--- src/rtl/md5_chunk_engine_if.sv ---
// ---------------------------------------------------------------------------
// md5_chunk_engine_if
//   Bundles the control, message-load, constant-ROM and digest signals of
//   md5_chunk_engine. The engine connects through the slave modport; the
//   driver (controller, external K/S ROMs, message source) uses master.
//
//   start     : request to compress the loaded block (to engine)
//   chain     : 1 = continue from current digest, 0 = restart from IV
//   busy      : engine crunching or finalizing (from engine)
//   done      : one-cycle pulse when the digest is updated (from engine)
//   digest    : {d0,c0,b0,a0} (from engine)
//   iaddr     : round index for the external K/S ROMs (from engine)
//   kdata     : K[iaddr], combinational (to engine)
//   sdata     : S[iaddr], combinational (to engine)
//   msg_we    : message word write enable (to engine)
//   msg_waddr : message word index 0..15 (to engine)
//   msg_wdata : little-endian message word (to engine)
// ---------------------------------------------------------------------------
interface md5_chunk_engine_if;
    logic         start;
    logic         chain;
    logic         busy;
    logic         done;
    logic [127:0] digest;
    logic [5:0]   iaddr;
    logic [31:0]  kdata;
    logic [4:0]   sdata;
    logic         msg_we;
    logic [3:0]   msg_waddr;
    logic [31:0]  msg_wdata;

    modport master (
        output start, chain, kdata, sdata, msg_we, msg_waddr, msg_wdata,
        input  busy, done, digest, iaddr
    );

    modport slave (
        input  start, chain, kdata, sdata, msg_we, msg_waddr, msg_wdata,
        output busy, done, digest, iaddr
    );
endinterface

--- src/rtl/md5_chunk_engine.sv ---
// ---------------------------------------------------------------------------
// md5_chunk_engine
//   MD5 compression core: one round per clock, 64 rounds plus one finalize
//   cycle per 512-bit chunk. The message block lives in a two-bank store so
//   the next chunk can be written while the current one is crunched. Chain
//   mode continues from the running digest instead of the IV. K/S constants
//   come from external ROMs addressed by the round index.
//
//   clk   : clock
//   reset : synchronous, active-high; aborts any chunk in flight
//   bus   : md5_chunk_engine_if.slave (control, message load, ROMs, digest)
// ---------------------------------------------------------------------------
module md5_chunk_engine #(
    parameter logic [31:0] INITA = 32'h67452301,
    parameter logic [31:0] INITB = 32'hefcdab89,
    parameter logic [31:0] INITC = 32'h98badcfe,
    parameter logic [31:0] INITD = 32'h10325476
) (
    input  logic              clk,
    input  logic              reset,
    md5_chunk_engine_if.slave bus
);

    typedef enum logic [1:0] {
        IDLE,
        CRUNCH,
        FINAL
    } state_t;

    state_t      state_q, state_d;
    logic [5:0]  round_q, round_d;
    logic [31:0] a_q, b_q, c_q, d_q;
    logic [31:0] a_d, b_d, c_d, d_d;
    logic [31:0] a0_q, b0_q, c0_q, d0_q;
    logic [31:0] a0_d, b0_d, c0_d, d0_d;
    logic        load_bank_q, load_bank_d;
    logic        comp_bank_q, comp_bank_d;
    logic        done_q, done_d;

    // Message store: address = {bank, word}. Not reset.
    logic [31:0] msg_mem [32];

    logic [31:0] f_w;
    logic [3:0]  g_w;
    logic [31:0] t_w;
    logic [31:0] rot_w;

    // Writes always target the load bank; a write in the accept cycle uses
    // the pre-swap bank and therefore belongs to the chunk being started.
    always_ff @(posedge clk) begin
        if (bus.msg_we) begin
            msg_mem[{load_bank_q, bus.msg_waddr}] <= bus.msg_wdata;
        end
    end

    // Round datapath
    always_comb begin
        f_w = '0;
        g_w = '0;
        unique case (round_q[5:4])
            2'd0: begin
                f_w = (b_q & c_q) | (~b_q & d_q);
                g_w = round_q[3:0];
            end
            2'd1: begin
                f_w = (d_q & b_q) | (~d_q & c_q);
                g_w = (round_q[3:0] * 4'd5) + 4'd1;
            end
            2'd2: begin
                f_w = b_q ^ c_q ^ d_q;
                g_w = (round_q[3:0] * 4'd3) + 4'd5;
            end
            2'd3: begin
                f_w = c_q ^ (b_q | ~d_q);
                g_w = round_q[3:0] * 4'd7;
            end
        endcase
        t_w   = a_q + f_w + bus.kdata + msg_mem[{comp_bank_q, g_w}];
        // A shift by 32 yields zero, so sdata = 0 degenerates to identity.
        rot_w = (t_w << bus.sdata) | (t_w >> (6'd32 - {1'b0, bus.sdata}));
    end

    // Next-state logic
    always_comb begin
        state_d     = state_q;
        round_d     = round_q;
        a_d         = a_q;
        b_d         = b_q;
        c_d         = c_q;
        d_d         = d_q;
        a0_d        = a0_q;
        b0_d        = b0_q;
        c0_d        = c0_q;
        d0_d        = d0_q;
        load_bank_d = load_bank_q;
        comp_bank_d = comp_bank_q;
        done_d      = 1'b0;

        unique case (state_q)
            IDLE: begin
                if (bus.start) begin
                    comp_bank_d = load_bank_q;
                    load_bank_d = ~load_bank_q;
                    round_d     = '0;
                    state_d     = CRUNCH;
                    if (bus.chain) begin
                        a_d = a0_q;
                        b_d = b0_q;
                        c_d = c0_q;
                        d_d = d0_q;
                    end else begin
                        a0_d = INITA;
                        b0_d = INITB;
                        c0_d = INITC;
                        d0_d = INITD;
                        a_d  = INITA;
                        b_d  = INITB;
                        c_d  = INITC;
                        d_d  = INITD;
                    end
                end
            end
            CRUNCH: begin
                a_d     = d_q;
                b_d     = b_q + rot_w;
                c_d     = b_q;
                d_d     = c_q;
                round_d = round_q + 6'd1;
                if (round_q == 6'd63) begin
                    state_d = FINAL;
                end
            end
            FINAL: begin
                a0_d    = a0_q + a_q;
                b0_d    = b0_q + b_q;
                c0_d    = c0_q + c_q;
                d0_d    = d0_q + d_q;
                done_d  = 1'b1;
                state_d = IDLE;
            end
            default: begin
                state_d = IDLE;
            end
        endcase
    end

    // State register
    always_ff @(posedge clk) begin
        if (reset) begin
            state_q     <= IDLE;
            round_q     <= '0;
            a_q         <= INITA;
            b_q         <= INITB;
            c_q         <= INITC;
            d_q         <= INITD;
            a0_q        <= INITA;
            b0_q        <= INITB;
            c0_q        <= INITC;
            d0_q        <= INITD;
            load_bank_q <= 1'b0;
            comp_bank_q <= 1'b0;
            done_q      <= 1'b0;
        end else begin
            state_q     <= state_d;
            round_q     <= round_d;
            a_q         <= a_d;
            b_q         <= b_d;
            c_q         <= c_d;
            d_q         <= d_d;
            a0_q        <= a0_d;
            b0_q        <= b0_d;
            c0_q        <= c0_d;
            d0_q        <= d0_d;
            load_bank_q <= load_bank_d;
            comp_bank_q <= comp_bank_d;
            done_q      <= done_d;
        end
    end

    assign bus.busy   = (state_q != IDLE);
    assign bus.done   = done_q;
    assign bus.digest = {d0_q, c0_q, b0_q, a0_q};
    assign bus.iaddr  = round_q;

endmodule

--- src/flat_wrapper.sv ---
// flat-port wrapper written by rule: the top's interface ports become plain ports
module md5_chunk_engine_flat 
#(
    parameter logic [31:0] INITA = 32'h67452301,
    parameter logic [31:0] INITB = 32'hefcdab89,
    parameter logic [31:0] INITC = 32'h98badcfe,
    parameter logic [31:0] INITD = 32'h10325476
)
  (clk, reset, bus_start, bus_chain, bus_kdata, bus_sdata, bus_msg_we, bus_msg_waddr, bus_msg_wdata, bus_busy, bus_done, bus_digest, bus_iaddr);
  md5_chunk_engine_if bus_i ();
  input  logic clk;
  input  logic reset;
  input wire logic [$bits(bus_i.start)-1:0] bus_start;
  input wire logic [$bits(bus_i.chain)-1:0] bus_chain;
  input wire logic [$bits(bus_i.kdata)-1:0] bus_kdata;
  input wire logic [$bits(bus_i.sdata)-1:0] bus_sdata;
  input wire logic [$bits(bus_i.msg_we)-1:0] bus_msg_we;
  input wire logic [$bits(bus_i.msg_waddr)-1:0] bus_msg_waddr;
  input wire logic [$bits(bus_i.msg_wdata)-1:0] bus_msg_wdata;
  output wire logic [$bits(bus_i.busy)-1:0] bus_busy;
  output wire logic [$bits(bus_i.done)-1:0] bus_done;
  output wire logic [$bits(bus_i.digest)-1:0] bus_digest;
  output wire logic [$bits(bus_i.iaddr)-1:0] bus_iaddr;
  assign bus_i.start = bus_start;
  assign bus_i.chain = bus_chain;
  assign bus_i.kdata = bus_kdata;
  assign bus_i.sdata = bus_sdata;
  assign bus_i.msg_we = bus_msg_we;
  assign bus_i.msg_waddr = bus_msg_waddr;
  assign bus_i.msg_wdata = bus_msg_wdata;
  assign bus_busy = bus_i.busy;
  assign bus_done = bus_i.done;
  assign bus_digest = bus_i.digest;
  assign bus_iaddr = bus_i.iaddr;
  md5_chunk_engine #(.INITA(INITA), .INITB(INITB), .INITC(INITC), .INITD(INITD)) u_core (.clk(clk), .reset(reset), .bus(bus_i));
endmodule
--- config.mk ---
export PLATFORM = sky130hd
export DESIGN_NAME = md5_chunk_engine_flat
export DESIGN_NICKNAME = d
export VERILOG_FILES = /design/src/rtl/md5_chunk_engine_if.sv /design/src/rtl/md5_chunk_engine.sv /design/src/flat_wrapper.sv
export SDC_FILE = /design/constraint.sdc
export NUM_CORES = 2
export LEC_CHECK = 0
export ABC_CLOCK_PERIOD_IN_PS = 12650
export BUFFER_PORTS_ARGS = -buffer_cell sky130_fd_sc_hd__buf_2
export CORE_MARGIN = 4
export CORE_UTILIZATION = 40
export CTS_BUF_LIST = sky130_fd_sc_hd__clkbuf_4
export CTS_CLUSTER_DIAMETER = 60
export CTS_CLUSTER_SIZE = 20
export DETAILED_ROUTE_END_ITERATION = 6
export MAX_ROUTING_LAYER = met4
export PLACE_DENSITY = 0.66
export SYNTH_ARGS = -nofsm -noshare
export SYNTH_HDL_FRONTEND = slang
export SYNTH_SLANG_ARGS = --single-unit
--- constraint.sdc ---
create_clock -name clk -period 12.65 [get_ports clk]
set_clock_uncertainty 0.2 [all_clocks]
set_input_delay 2.53 -clock clk [delete_from_list [all_inputs] [get_ports clk]]
set_output_delay 2.53 -clock clk [all_outputs]
set_load 0.02 [all_outputs]
==> metrics.csv <==
metric,value,unit
GRT Total Usage,25.6,%
vias in the first global route,43000,
worst vdd ir,91.9,uV
Relative slew margins,15.6,%
gr ovfl total,0,
synthesized flop and latch total,1291,
"Top cell by count, worst path",inv_1,
"EDFF count, synth",1024,
Max Buffers Root-to-Sink,3,
Fill cells,14700,
H-tree depth,3,
max_cap viols,0,
actual transition at the worst max-transition pin,1260,ps
Worst-path clk slew,200,ps
area of the multi-input gates,27500,um2
synth warn,0,
Crit Path Max Fanout,28,
pin count of the biggest net entering global routing,92,
vias per cell,6.11,
global-route wire length before repair,307,mm
Placer Congestion,1.01,
Netlist cell types,94,
TritonRoute pass-1 iters,7,
post-synth top area share,47.1,%
startpoint class of the critical path,flip-flop,
Critical Path RT,13400,ps
pwr/cell area,163,nW/um2
root buffer cell,clkbuf_4,
"Min Clock Period, post-route",12040,ps
final-report setup violation count,0,
final WL,216,mm
Worst Setup End Kind,flip-flop,
later-pin clock latency in the skew report,1210,ps
Max stage delay on crit path,930,ps
Final Hold Viols,0,
Crit Path Class,flip-flop to flip-flop,
Die X,412,um
cts bufs inserted,101,
Adder-Cell Fraction of Synth Area,5.88,%
RSZ-0062 raised after global routing,false,
"Cell Area, Synth",65200,um2
syn_area_per_cell,12.9,um2
setup_tns,0,ps
FF/Latch Area,36100,um2
CTS sink cnt,1291,
Synth-to-Final Area Change,8.55,%
largest family of logic cells by synthesized area,multiplexers,
std cell rows,147,
core area,161000,um2
Synth area leaders,"edfxtp_1, mux4_2, dfxtp_1, ha_1, mux2i_1",
initial antenna violation count,23,
Max Freq,83.1,MHz
via count,45700,
DP HPWL,144,mm
Tcrit/Tclk final,95.1,%
CTS tree,yes,
Hold Path Class,flip-flop to flip-flop,
xor/xnor share of the synthesized area,3.13,%
Final nets,5577,
synthesized net count,5408,
Die Ht,412,um
Initial Util,40.4,%
DRC viols,0,
share of cells above drive strength 1,17.2,%
CP arrival,12790,ps
CP max-delay cell,mux4_4,
"FFs w/ async S/R, synth",0,%
status,"complete, no violations",
Synth Area in Compound Gates,12.0,%
DRT antenna net count,0,
per-cell routed wire length,28.8,um
pins over their slew limit,0,
simple-gate area share of the yosys netlist,7.29,%
PortBufs,213,
mux contribution to synthesized area,13.3,%
Lkg Pwr,24.2,nW
Synth Flop Type,edfxtp_1,
DIE AREA,170000,um2
postcts setup bufs,0,
Final Core Density,43.9,%
Mapped Cells,5065,
DRT iter0 DRCs,6313,
I/O pins,214,
leading area contributor after synthesis,edfxtp_1,
sequential share of the synthesized area,55.3,%
## path summary, 6_finish.rpt
path,from,endpoint,slack (ps),cells after the start
setup / recovery,u_core.bus.iaddr[0]$_SDFFE_PP0P_,u_core.b_q[31]$_SDFFE_PP1P_,610,38
setup reg to reg,u_core.bus.iaddr[0]$_SDFFE_PP0P_,u_core.b_q[31]$_SDFFE_PP1P_,610,38
hold / removal,u_core.c_q[21]$_SDFFE_PP1P_,u_core.d_q[21]$_SDFFE_PP1P_,280,2
hold reg to reg,u_core.c_q[21]$_SDFFE_PP1P_,u_core.d_q[21]$_SDFFE_PP1P_,280,2
## report_power, final
group          total, mW  switching [mW]  internal (mW)
clock               2.04            1.48          0.563
combinational       4.68            2.91           1.77
sequential          4.80           0.149           4.65
## stage by stage
| stage | power (mW) | hold slack (ps) | cells | instance area, um2 | setup WS, ps |
|---|---|---|---|---|---|
| floorplan | 7.98 | 249 | 5065 | 65200 | 2050 |
| detailed placement | 9.43 | 270 | 7290 | 69300 | 861 |
| global route | 12.1 | 303 | 7476 | 70800 | 51.2 |
| CTS | 11.4 | 264 | 7462 | 70800 | 650 |
| global placement | 9.43 | 263 | 7290 | 69300 | 969 |
| finish | 11.5 | 285 | 7479 | 70800 | 614 |
## metal layers
metal / part of all wire, % / GRT usage [%]
met5: 0 / -
met4: 4.3 / 9.38
met3: 10 / 4.28
met2: 46 / 39.1
met1: 40 / 34.5
## placed cells by master, fill, tap and decap left out, types with 196 or more instances in the layout
cell / count
a21oi_1: 334
dfxtp_1: 264
buf_2: 212
nand2_1: 341
nor2_1: 272
mux4_2: 298
inv_1: 264
ha_1: 196
edfxtp_1: 1024
o21ai_0: 279
## cell type report
type | instances | share of cell area, %
Sequential cell | 1291 | 51.0
Multi-Input combinational cell | 3242 | 38.8
Tap cell | 2160 | 3.82
Timing Repair Buffer | 330 | 2.86
Inverter | 268 | 1.42
Clock buffer | 112 | 1.19
Clock inverter | 60 | 0.905
Antenna cell | 16 | 0.0565
## registers in the layout, summed over array words and instances (netlist names)
register	count
u_core.bus.iaddr	6
u_core.load_bank_q	1
u_core.b0_q	32
u_core.msg_mem	1024
u_core.b_q	32
u_core.a0_q	32
u_core.c0_q	32
u_core.d0_q	32
u_core.c_q	32
u_core.d_q	32
u_core.a_q	32
u_core.comp_bank_q	1
u_core.state_q	2
u_core.bus.done	1
## cells by family (layout without fill, tap and decap cells)
logic type | count (synthesis) | in the layout
AO/OA/AOI/OAI | 1220 | 1220
XOR/XNOR | 230 | 230
adder cells (fa/ha/maj) | 265 | 265
buffers and inverters | 533 | 770
flip-flops | 1291 | 1291
multiplexers | 489 | 489
other | 0 | 16
AND/OR/NAND/NOR | 1037 | 1038
## repair_timing
item / in CTS / in global routing
hold buffers: 0 / 0
hold endpoints to repair: 0 / 0
resized for setup: 0 / 1
endpoints found under the setup margin: 0 / 1
## critical path: cells and delay by family (launching register included)
kind | cells | cell delay (ps)
AOI/OAI and AO/OA | 17 | 5020
and+or+nand+nor | 4 | 600
muxes | 4 | 1820
buffers and inverters | 7 | 1000
DFF | 1 | 670
adders and majority gates | 6 | 2450
## cell usage after synthesis (all sizes together), types with 75 or more instances
cell	n
ha	196
nor2	308
a21oi	337
clkbuf	190
xnor2	160
inv	268
nand3	81
o21ai	290
dfxtp	267
mux2i	171
mux4	299
buf	75
edfxtp	1024
nand2	343
Power figures use the tool's default switching activity.
